[src/rtl/fetch_pkg.sv]
// Shared types and constants for the instruction-fetch front end.
package fetch_pkg;

  localparam int PC_WIDTH   = 12;
  localparam int INSN_WIDTH = 32;

  localparam logic [PC_WIDTH-1:0] RESET_PC = '0;

  typedef logic [PC_WIDTH-1:0]   pc_t;
  typedef logic [INSN_WIDTH-1:0] insn_t;

  // One buffered fetch: the word and the address it came from.
  typedef struct packed {
    pc_t   pc;
    insn_t insn;
  } fetch_entry_t;

  // Sequential successor; wraps naturally at the top of the address space.
  function automatic pc_t pc_inc(input pc_t pc);
    return pc + 1'b1;
  endfunction

endpackage

[src/rtl/fetch_buffer.sv]
// Small synchronous FIFO of fetched {pc, insn} entries. Flush empties it in one
// edge; push and pop may happen on the same edge without disturbing order.
module fetch_buffer
  import fetch_pkg::*;
#(
  parameter int DEPTH = 2,
  parameter int CNT_W = $clog2(DEPTH + 1)
) (
  input  logic             clk_i,
  input  logic             rst_b_i,
  input  logic             flush_i,
  input  logic             push_i,
  input  fetch_entry_t     push_data_i,
  input  logic             pop_i,
  output logic [CNT_W-1:0] count_o,
  output fetch_entry_t     head_o
);

  localparam int PTR_W = (DEPTH > 1) ? $clog2(DEPTH) : 1;

  fetch_entry_t     mem_q [DEPTH];
  logic [PTR_W-1:0] wr_ptr_q, wr_ptr_d;
  logic [PTR_W-1:0] rd_ptr_q, rd_ptr_d;
  logic [CNT_W-1:0] count_q, count_d;

  function automatic logic [PTR_W-1:0] ptr_inc(input logic [PTR_W-1:0] p);
    return (p == PTR_W'(DEPTH - 1)) ? '0 : p + 1'b1;
  endfunction

  // Next pointers and occupancy; a flush discards everything, including a
  // same-cycle pop (that word has already been taken by decode).
  always_comb begin
    wr_ptr_d = wr_ptr_q;
    rd_ptr_d = rd_ptr_q;
    count_d  = count_q;
    if (flush_i) begin
      wr_ptr_d = '0;
      rd_ptr_d = '0;
      count_d  = '0;
    end else begin
      if (push_i) wr_ptr_d = ptr_inc(wr_ptr_q);
      if (pop_i)  rd_ptr_d = ptr_inc(rd_ptr_q);
      count_d = count_q + CNT_W'(push_i) - CNT_W'(pop_i);
    end
  end

  // Storage and pointer registers; reset clears the entries so the head reads zero.
  always_ff @(posedge clk_i) begin
    if (!rst_b_i) begin
      for (int i = 0; i < DEPTH; i++) mem_q[i] <= '0;
      wr_ptr_q <= '0;
      rd_ptr_q <= '0;
      count_q  <= '0;
    end else begin
      if (push_i && !flush_i) mem_q[wr_ptr_q] <= push_data_i;
      wr_ptr_q <= wr_ptr_d;
      rd_ptr_q <= rd_ptr_d;
      count_q  <= count_d;
    end
  end

  assign count_o = count_q;
  assign head_o  = mem_q[rd_ptr_q];

  // The issue credit in the parent keeps a request from landing on a full buffer.
  a_no_push_when_full: assert property (
    @(posedge clk_i) disable iff (!rst_b_i)
      !(push_i && !flush_i && (count_q == CNT_W'(DEPTH))));

endmodule

[src/rtl/fetch_stage.sv]
// Instruction-fetch front end: PC and issue logic, one in-flight imem request,
// and a small buffer feeding decode over valid/ready. Redirects squash all
// younger work and restart fetch at the target.
module fetch_stage
  import fetch_pkg::*;
#(
  parameter int DEPTH = 2
) (
  input  logic                  clock,
  input  logic                  reset,
  output logic [PC_WIDTH-1:0]   address_imem,
  input  logic [INSN_WIDTH-1:0] q_imem,
  input  logic                  redirect_valid,
  input  logic [PC_WIDTH-1:0]   redirect_pc,
  output logic                  dec_valid,
  input  logic                  dec_ready,
  output logic [INSN_WIDTH-1:0] dec_insn,
  output logic [PC_WIDTH-1:0]   dec_pc
);

  localparam int CNT_W = $clog2(DEPTH + 1);

  pc_t              fetch_pc_q, fetch_pc_d;
  pc_t              req_pc_q, req_pc_d;
  logic             req_valid_q, req_valid_d;
  logic [CNT_W-1:0] count;
  logic [CNT_W:0]   occupancy;
  logic             pop, push, issue;
  fetch_entry_t     head, push_entry;

  assign pop  = dec_valid & dec_ready;
  assign push = req_valid_q & ~redirect_valid;

  // Words owed to decode after this edge: buffered plus in flight, less the
  // one leaving now. Issue only when that leaves room for another return.
  assign occupancy = (CNT_W+1)'(count) + (CNT_W+1)'(req_valid_q) - (CNT_W+1)'(pop);
  assign issue     = redirect_valid | (occupancy < (CNT_W+1)'(DEPTH));

  // Address is independent of dec_ready; when no issue happens it is simply re-read.
  assign address_imem = !reset         ? RESET_PC :
                        redirect_valid ? redirect_pc : fetch_pc_q;

  // Next state of the PC and the in-flight request.
  always_comb begin
    fetch_pc_d  = fetch_pc_q;
    req_pc_d    = req_pc_q;
    req_valid_d = issue;
    if (issue) begin
      req_pc_d   = address_imem;
      fetch_pc_d = pc_inc(address_imem);
    end
  end

  // PC and in-flight request registers.
  always_ff @(posedge clock) begin
    if (!reset) begin
      fetch_pc_q  <= RESET_PC;
      req_pc_q    <= RESET_PC;
      req_valid_q <= 1'b0;
    end else begin
      fetch_pc_q  <= fetch_pc_d;
      req_pc_q    <= req_pc_d;
      req_valid_q <= req_valid_d;
    end
  end

  assign push_entry = '{pc: req_pc_q, insn: q_imem};

  fetch_buffer #(
    .DEPTH (DEPTH)
  ) u_buffer (
    .clk_i       (clock),
    .rst_b_i     (reset),
    .flush_i     (redirect_valid),
    .push_i      (push),
    .push_data_i (push_entry),
    .pop_i       (pop),
    .count_o     (count),
    .head_o      (head)
  );

  assign dec_valid = (count != '0);
  assign dec_insn  = head.insn;
  assign dec_pc    = head.pc;

endmodule

[config.mk]
export PLATFORM = sky130hd
export DESIGN_NAME = fetch_stage
export DESIGN_NICKNAME = d
export VERILOG_FILES = /design/src/rtl/fetch_pkg.sv /design/src/rtl/fetch_buffer.sv /design/src/rtl/fetch_stage.sv
export SDC_FILE = /design/constraint.sdc
export NUM_CORES = 1
export LEC_CHECK = 0
export BUFFER_PORTS_ARGS = -buffer_cell sky130_fd_sc_hd__buf_2
export CAP_MARGIN = 20
export CORE_MARGIN = 5
export CORE_UTILIZATION = 57
export DETAILED_ROUTE_END_ITERATION = 8
export PLACE_DENSITY_LB_ADDON = 0.25
export SYNTH_ARGS = -nofsm -noshare
export SYNTH_HDL_FRONTEND = slang
export SYNTH_SLANG_ARGS = --single-unit
[constraint.sdc]
create_clock -name clock -period 6.8 [get_ports clock]
set_clock_uncertainty 0.05 [all_clocks]
set_input_delay 0.34 -clock clock [delete_from_list [all_inputs] [get_ports clock]]
set_output_delay 0.34 -clock clock [all_outputs]
set_load 0.05 [all_outputs]
==> results of run 1 <==
## metrics by stage
step                hold slack (ns)  cells  area [um^2]  utilization, %  power [mW]
global placement              0.392    619         5950            64.7        1.12
CTS                          0.0569    651         6550            71.2        2.02
finish                       0.0761    653         6580            71.5        2.01
floorplan                     0.376    424         5350               -        1.05
detailed placement            0.398    619         5950            64.7        1.12
global route                 0.0578    653         6580            71.5        2.08
## path summary, 6_finish.rpt
check | end | slack [ns] | depth (start not counted)
worst min-delay path | u_buffer.mem_q[0][25] | 0.08 | 2
worst max-delay path | req_pc_q[7] | 3.95 | 10
worst max register to register | req_pc_q[7] | 3.95 | 10
worst min register to register | fetch_pc_q[9] | 0.40 | 2
## worst max-delay path: stages (launching register included)
cell and delay [ns]:
dfxtp_1 0.32, inv_1 0.12, nand2_1 0.08, and2_1 0.19, ha_1 0.30, nor2b_1 0.06
fa_1 0.38, xor2_1 0.20, a21oi_1 0.81, nand2_1 0.14, o21ai_0 0.12
## synth_stat cells, types with 2 or more instances
cell and n:
a211oi_2 2, buf_2 2, clkbuf_1 18, xor2_1 4
nand3b_1 3, nand2b_1 2, nor2b_1 2, o21ai_0 16
mux2i_1 4, a21oi_1 12, edfxtp_1 88, nand3_1 5
dfxtp_1 30, xnor2_1 10, and2_1 89, nor2_1 17
ha_1 4, inv_1 17, mux2_2 50, nand2_2 2
nand2_1 26
## logic make-up (layout without fill, tap and decap cells)
family                     Yosys count  after routing  synth area share, %
AOI/OAI and AO/OA                   38             38                 4.52
xor gates and xnor gates            14             14                 2.29
adders and majority gates            5              5                 1.31
buffers and inverters               40            158                 3.06
DFF                                118            118                 60.6
muxes                               56             56                 11.8
and+or+nand+nor                    153            153                 16.4
## registers in the layout, summed over array words and instances, names as in the netlist, named ones only
| name | cells |
|---|---|
| u_buffer.count_o | 2 |
| req_valid_q | 1 |
| fetch_pc_q | 12 |
| u_buffer.mem_q | 88 |
| u_buffer.rd_ptr_q | 1 |
| u_buffer.wr_ptr_q | 1 |
| req_pc_q | 12 |
## routing by layer
layer  GRT usage [%]  up-vias  wire [um]
met5               0        -          0
met2            34.6       76       5420
met3            4.64        7        404
met1            23.9     1685       4760
met4            6.58        0        100
li1                -     1676          -
## power groups by stage
stage | Clock [mW] | Combinational, mW | Sequential (mW)
final | 0.898 | 0.265 | 0.845
after floorplan | 0 | 0.202 | 0.852
after global placement | 0 | 0.260 | 0.856
after detailed placement | 0 | 0.263 | 0.860
after global routing | 0.946 | 0.283 | 0.850
after CTS | 0.907 | 0.265 | 0.846
## layout make-up
| type | count | area (um^2) | area share [%] |
|---|---|---|---|
| clock buffers | 21 | 439 | 6.68 |
| clock inverters | 11 | 156 | 2.38 |
| inverters | 17 | 63.8 | 0.970 |
| multi-input cells | 266 | 1960 | 29.8 |
| flip-flops and latches | 118 | 3240 | 49.3 |
| well taps | 111 | 139 | 2.11 |
| repair buffers | 109 | 574 | 8.73 |
==> flow_metrics.py, run 1 <==
metrics = {
    "synthesis": {
        "ys_seq_area_share_pct": 60.6,
        "synth_top_cell_area_share_pct": 49.4,
        "ys_types": 42,
        "syn_area_per_cell_um2": 12.6,
        "ys.flop_type": "edfxtp_1",
        "synth_area_mm2": 0.00535,
        "ys_ff_latch": 118,
        "async_flop_share_pct": 0,
        "synth-edff-count": 88,
        "syn_nets": 477,
        "yosysTopAreaCell": "edfxtp_1",
        "syn_inst": 424,
        "synth_warnings": 0,
        "synth_area_leaders": "edfxtp_1, dfxtp_1, mux2_2",
    },
    "worst_hold_path": {
        "hold_path.startpoint": "q_imem[25]",
        "hp-class": "in2reg",
    },
    "power_and_ir_drop": {
        "p_sw_mw": 0.506,
        "p_leak_nw": 2.81,
        "p_clk_share_pct": 44.7,
        "peakVddDrop_mv": 0.227,
        "power_frac_comb_pct": 13.2,
        "power_frac_seq_pct": 42.1,
        "p_per_area_mw_per_mm2": 305,
        "power.internal_mw": 1.50,
        "swShare_pct": 25.2,
    },
    "setup_path": {
        "start_kind": "register",
        "crit_fanout": 12,
        "cp-startpoint": "u_buffer.count_o[1]",
        "path_class": "reg2reg",
        "critPathArrivalTime_ns": 3.21,
        "required_ns": 7.17,
        "end_kind": "register",
        "r2r-start": "u_buffer.count_o[1]",
    },
    "sta": {
        "setup_violations": 0,
        "fin_ws_ns": 3.95,
        "rsz0062_at_grt": "no",
        "finalMaxSlewViolations": 0,
        "period_share_pct": 41.9,
        "maxSlewHeadroom_pct": 30.6,
        "setup_tns_ns": 0,
        "layout_min_cycle_time_ns": 2.85,
        "hold_violations": 0,
        "fmax_mhz": 351,
        "worst_slew_pin_slew_ns": 1.04,
    },
    "clock_tree": {
        "numCtsBuffers": 17,
        "path_clk_slew_ns": 0.06,
        "clock_latency_ns": 0.50,
        "cts_tree": "yes",
        "ctsHoldBuffers": 0,
        "clock_sinks": 118,
        "cts.path.max_buffers": 2,
        "htreeDepth": 4,
        "cts_setup_buffers": 0,
        "cts-root-buf": "clkbuf_8",
        "cts_resized": 0,
    },
    "layout": {
        "layout_common_cells": "buf_2, and2_1, edfxtp_1",
        "antenna_cells": 0,
        "fill_cells": 637,
        "nets": 582,
        "drive_gt1_share_pct": 37.1,
        "final_common_cell": "buf_2",
        "area_growth_pct": 23.0,
    },
    "placed_design": {
        "place_ws_ns": 3.94,
        "gp_congestion": 0.830,
        "hpwl_um": 6830,
        "portBuffers": 104,
    },
    "global_routing": {
        "grt_pass1_vias": 3566,
        "antenna_found_initial": 0,
        "grt_pass1_wl_um": 17400,
        "track_usage_pct": 19.7,
        "grt_remaining_overflow": 0,
        "grt_max_degree": 46,
    },
    "routing": {
        "vias": 3444,
        "wl_per_cell_um": 16.4,
        "dr.pass1.iters": 4,
        "drt_iter0_drc": 180,
        "drcViolationCount": 0,
        "drt_wl_total_um": 10700,
        "viasPerCell": 5.27,
        "antenna_left": 0,
    },
    "flow_run": {
        "drv_cap": 0,
    },
    "floorplanning": {
        "pin_count": 105,
        "die_y_um": 107,
        "die_area_mm2": 0.0114,
        "die_w_um": 107,
        "initial_core_util_pct": 58.1,
        "core_mm2": 0.00920,
        "rows": 35,
    },
    "outcome": {
        "status": "completed",
    },
}
Note: power is estimated with default switching activity, not from simulation.
==> run 2: changes to the inputs <==
--- a/config.mk
+++ b/config.mk
@@ -8,7 +8,7 @@
 export BUFFER_PORTS_ARGS = -buffer_cell sky130_fd_sc_hd__buf_2
 export CAP_MARGIN = 20
 export CORE_MARGIN = 5
-export CORE_UTILIZATION = 57
+export CORE_UTILIZATION = 50
 export DETAILED_ROUTE_END_ITERATION = 8
 export PLACE_DENSITY_LB_ADDON = 0.25
 export SYNTH_ARGS = -nofsm -noshare
==> constraint.sdc (replaced) <==
create_clock -name clock -period 2.4 [get_ports clock]
set_clock_uncertainty 0.05 [all_clocks]
set_input_delay 0.12 -clock clock [delete_from_list [all_inputs] [get_ports clock]]
set_output_delay 0.12 -clock clock [all_outputs]
set_load 0.05 [all_outputs]
==> run 2 against run 1 <==
Flip-flop and latch count is the same; critical path depth unchanged; register-to-register slack lost 3.8 ns; combinational power rose to 3.3 times the previous value; non-clock buffer count is 46 higher; highest routed layer unchanged; sequential share of layout area decreased by 3.6 points; die area up 13%; wire length is 6.2% higher; hold slack worse by 0.0074 ns; via count up 5.8%; largest power group is now registers; clock power increased to 2.5 times the previous value; clock-buffer cell count up 3.
==> flow_metrics.py, run 2 (synthesis results as in run 1) <==
metrics = {
    "sta": {
        "period_share_pct": 95.5,
        "fmax_mhz": 436,
        "hold_ws_ns": 0.0687,
        "finalMaxSlewViolations": 0,
        "worst_slew_pin_slew_ns": 0.471,
        "rsz0062_at_grt": "no",
        "maxSlewHeadroom_pct": 68.6,
        "setup_violations": 0,
        "hold_violations": 0,
        "layout_min_cycle_time_ns": 2.29,
    },
    "setup_path": {
        "r2r-start": "u_buffer.count_o[1]",
        "r2r_cells": 10,
        "critPathArrivalTime_ns": 2.63,
        "r2r_slack_ns": 0.11,
        "end_kind": "register",
        "path_class": "reg2reg",
        "start_kind": "register",
        "required_ns": 2.74,
        "crit_fanout": 8,
        "worstReg2RegEnd": "req_pc_q[9]",
    },
    "layout": {
        "regMostFlops": "u_buffer.mem_q",
        "layout_common_cells": "buf_2, and2_1, edfxtp_1",
        "antenna_cells": 0,
        "nets": 628,
        "postLayoutCoreUtil_pct": 68.4,
        "area_growth_pct": 32.7,
        "regArea_mm2": 0.00325,
        "drive_gt1_share_pct": 38.3,
        "largest_register_ffs": 88,
        "final_common_cell": "buf_2",
        "final_cell_count_no_fill": 724,
        "fin_area_mm2": 0.00710,
        "fill_cells": 752,
        "top_regs": "u_buffer.mem_q (88), fetch_pc_q (12), req_pc_q (12)",
        "multiInputGateArea_mm2": 0.00201,
    },
    "placed_design": {
        "placed_area_mm2": 0.00612,
        "place_inst": 655,
        "gp_congestion": 0.851,
        "portBuffers": 104,
        "hpwl_um": 7140,
    },
    "global_routing": {
        "grt_remaining_overflow": 0,
        "track_usage_pct": 18.0,
        "antenna_found_initial": 0,
        "grt_max_degree": 45,
        "grt_pass1_wl_um": 17900,
        "grt_pass1_vias": 3719,
    },
    "floorplanning": {
        "die_area_mm2": 0.0129,
        "rows": 37,
        "die_y_um": 113,
        "pin_count": 105,
        "core_mm2": 0.0104,
        "initial_core_util_pct": 51.6,
        "die_w_um": 113,
    },
    "routing": {
        "drt_iter0_drc": 174,
        "dr.pass1.iters": 4,
        "wl_per_cell_um": 15.7,
        "vias": 3644,
        "drcViolationCount": 0,
        "drt_wl_total_um": 11300,
        "viasPerCell": 5.03,
        "antenna_left": 0,
    },
    "worst_hold_path": {
        "worstHoldPathCells": 4,
        "whs_endpoint": "req_pc_q[4]",
        "hp-class": "in2reg",
        "hold_path.startpoint": "redirect_pc[4]",
    },
    "flow_run": {
        "drv_cap": 0,
    },
    "power_and_ir_drop": {
        "p_leak_nw": 3.03,
        "p_sw_mw": 1.43,
        "power.internal_mw": 4.10,
        "power_frac_comb_pct": 15.6,
        "p_per_area_mw_per_mm2": 780,
        "peakVddDrop_mv": 0.380,
        "power_frac_seq_pct": 43.2,
        "swShare_pct": 25.9,
        "p_clk_share_pct": 41.3,
    },
    "clock_tree": {
        "cts-root-buf": "clkbuf_8",
        "cts_tree": "yes",
        "cts.path.max_buffers": 2,
        "htreeDepth": 4,
        "clock_latency_ns": 0.50,
        "numCtsBuffers": 17,
        "clock_sinks": 118,
        "path_clk_slew_ns": 0.06,
    },
    "outcome": {
        "status": "completed",
    },
}
[run 2: cell types whose count changed in the layout (fill, tap and decap cells not counted), moves of 2 or more]
cell | previous run | this run
clkbuf_16 | 16 | 20
o21ai_1 | 1 | 4
buf_12 | 1 | 4
clkinv_2 | 5 | 7
inv_1 | 17 | 15
dlygate4sd3_1 | 0 | 34
inv_2 | 0 | 2
bufinv_16 | 4 | 0
o21ai_0 | 15 | 12
buf_4 | 3 | 12
[run 2: per-stage QoR]
stage | TNS, ns | total power, mW | setup WS, ns
floorplan | 0 | 2.98 | 0.0338
global placement | 0 | 3.20 | 0.0948
detailed placement | -0.0340 | 3.22 | -0.0288
CTS | 0 | 5.56 | 0.000681
global route | 0 | 5.77 | 0.0526
finish | 0 | 5.54 | 0.109
[run 2: per-layer routing]
layer	track usage, %	up-vias	wire (um)	part of all wire (%)
met1	21.9	1753	4740	42
li1	-	1769	-	-
met3	5.78	4	704	6.2
met4	4.65	0	44	0.39
met5	0	-	0	0
met2	30.9	118	5850	52
[run 2: what timing repair did]
item | CTS | global route
setup buffers | 2 | 0
resized for setup | 3 | 11
pin swaps | 1 | 2
gates cloned | 0 | 1
hold buffers | 34 | 0
hold endpoints to repair | 67 | 0
setup endpoints to repair | 3 | 18
[run 2: worst max-delay path, stage by stage, from the launching register on]
cell and delay, ns:
dfxtp_2 0.33, inv_2 0.08, nand2_4 0.05, and2_4 0.17, ha_4 0.27, nor2b_2 0.04, fa_2 0.51, inv_1 0.06
a21o_4 0.23, buf_4 0.16, a22o_1 0.22
[run 2: worst max-delay path by stage]
stage                              from       endpoint  slack [ns]  cells after the start
floorplan           u_buffer.count_o[1]  fetch_pc_q[0]        0.03                     12
global placement    u_buffer.count_o[1]  fetch_pc_q[0]        0.09                     12
detailed placement  u_buffer.count_o[1]  fetch_pc_q[3]       -0.03                     11
CTS                 u_buffer.count_o[1]  fetch_pc_q[0]      0.0007                     12
global route        u_buffer.count_o[1]    req_pc_q[9]        0.05                     10
finish              u_buffer.count_o[1]    req_pc_q[9]        0.11                     10
[run 2: cell type report]
cell class	count	area share (%)
Inverter	17	0.899
Multi-Input combinational cell	266	28.3
Timing Repair Buffer	155	14.9
Clock buffer	24	7.24
Tap cell	136	2.40
Sequential cell	118	45.7
Clock inverter	8	0.582
[run 2: power by group through the flow]
stage / Combinational [mW] / Clock (mW) / Sequential (mW)
after CTS: 0.843 / 2.33 / 2.39
after global placement: 0.779 / 0 / 2.42
after global routing: 0.918 / 2.45 / 2.40
after detailed placement: 0.790 / 0 / 2.43
final: 0.863 / 2.28 / 2.39
after floorplan: 0.576 / 0 / 2.41
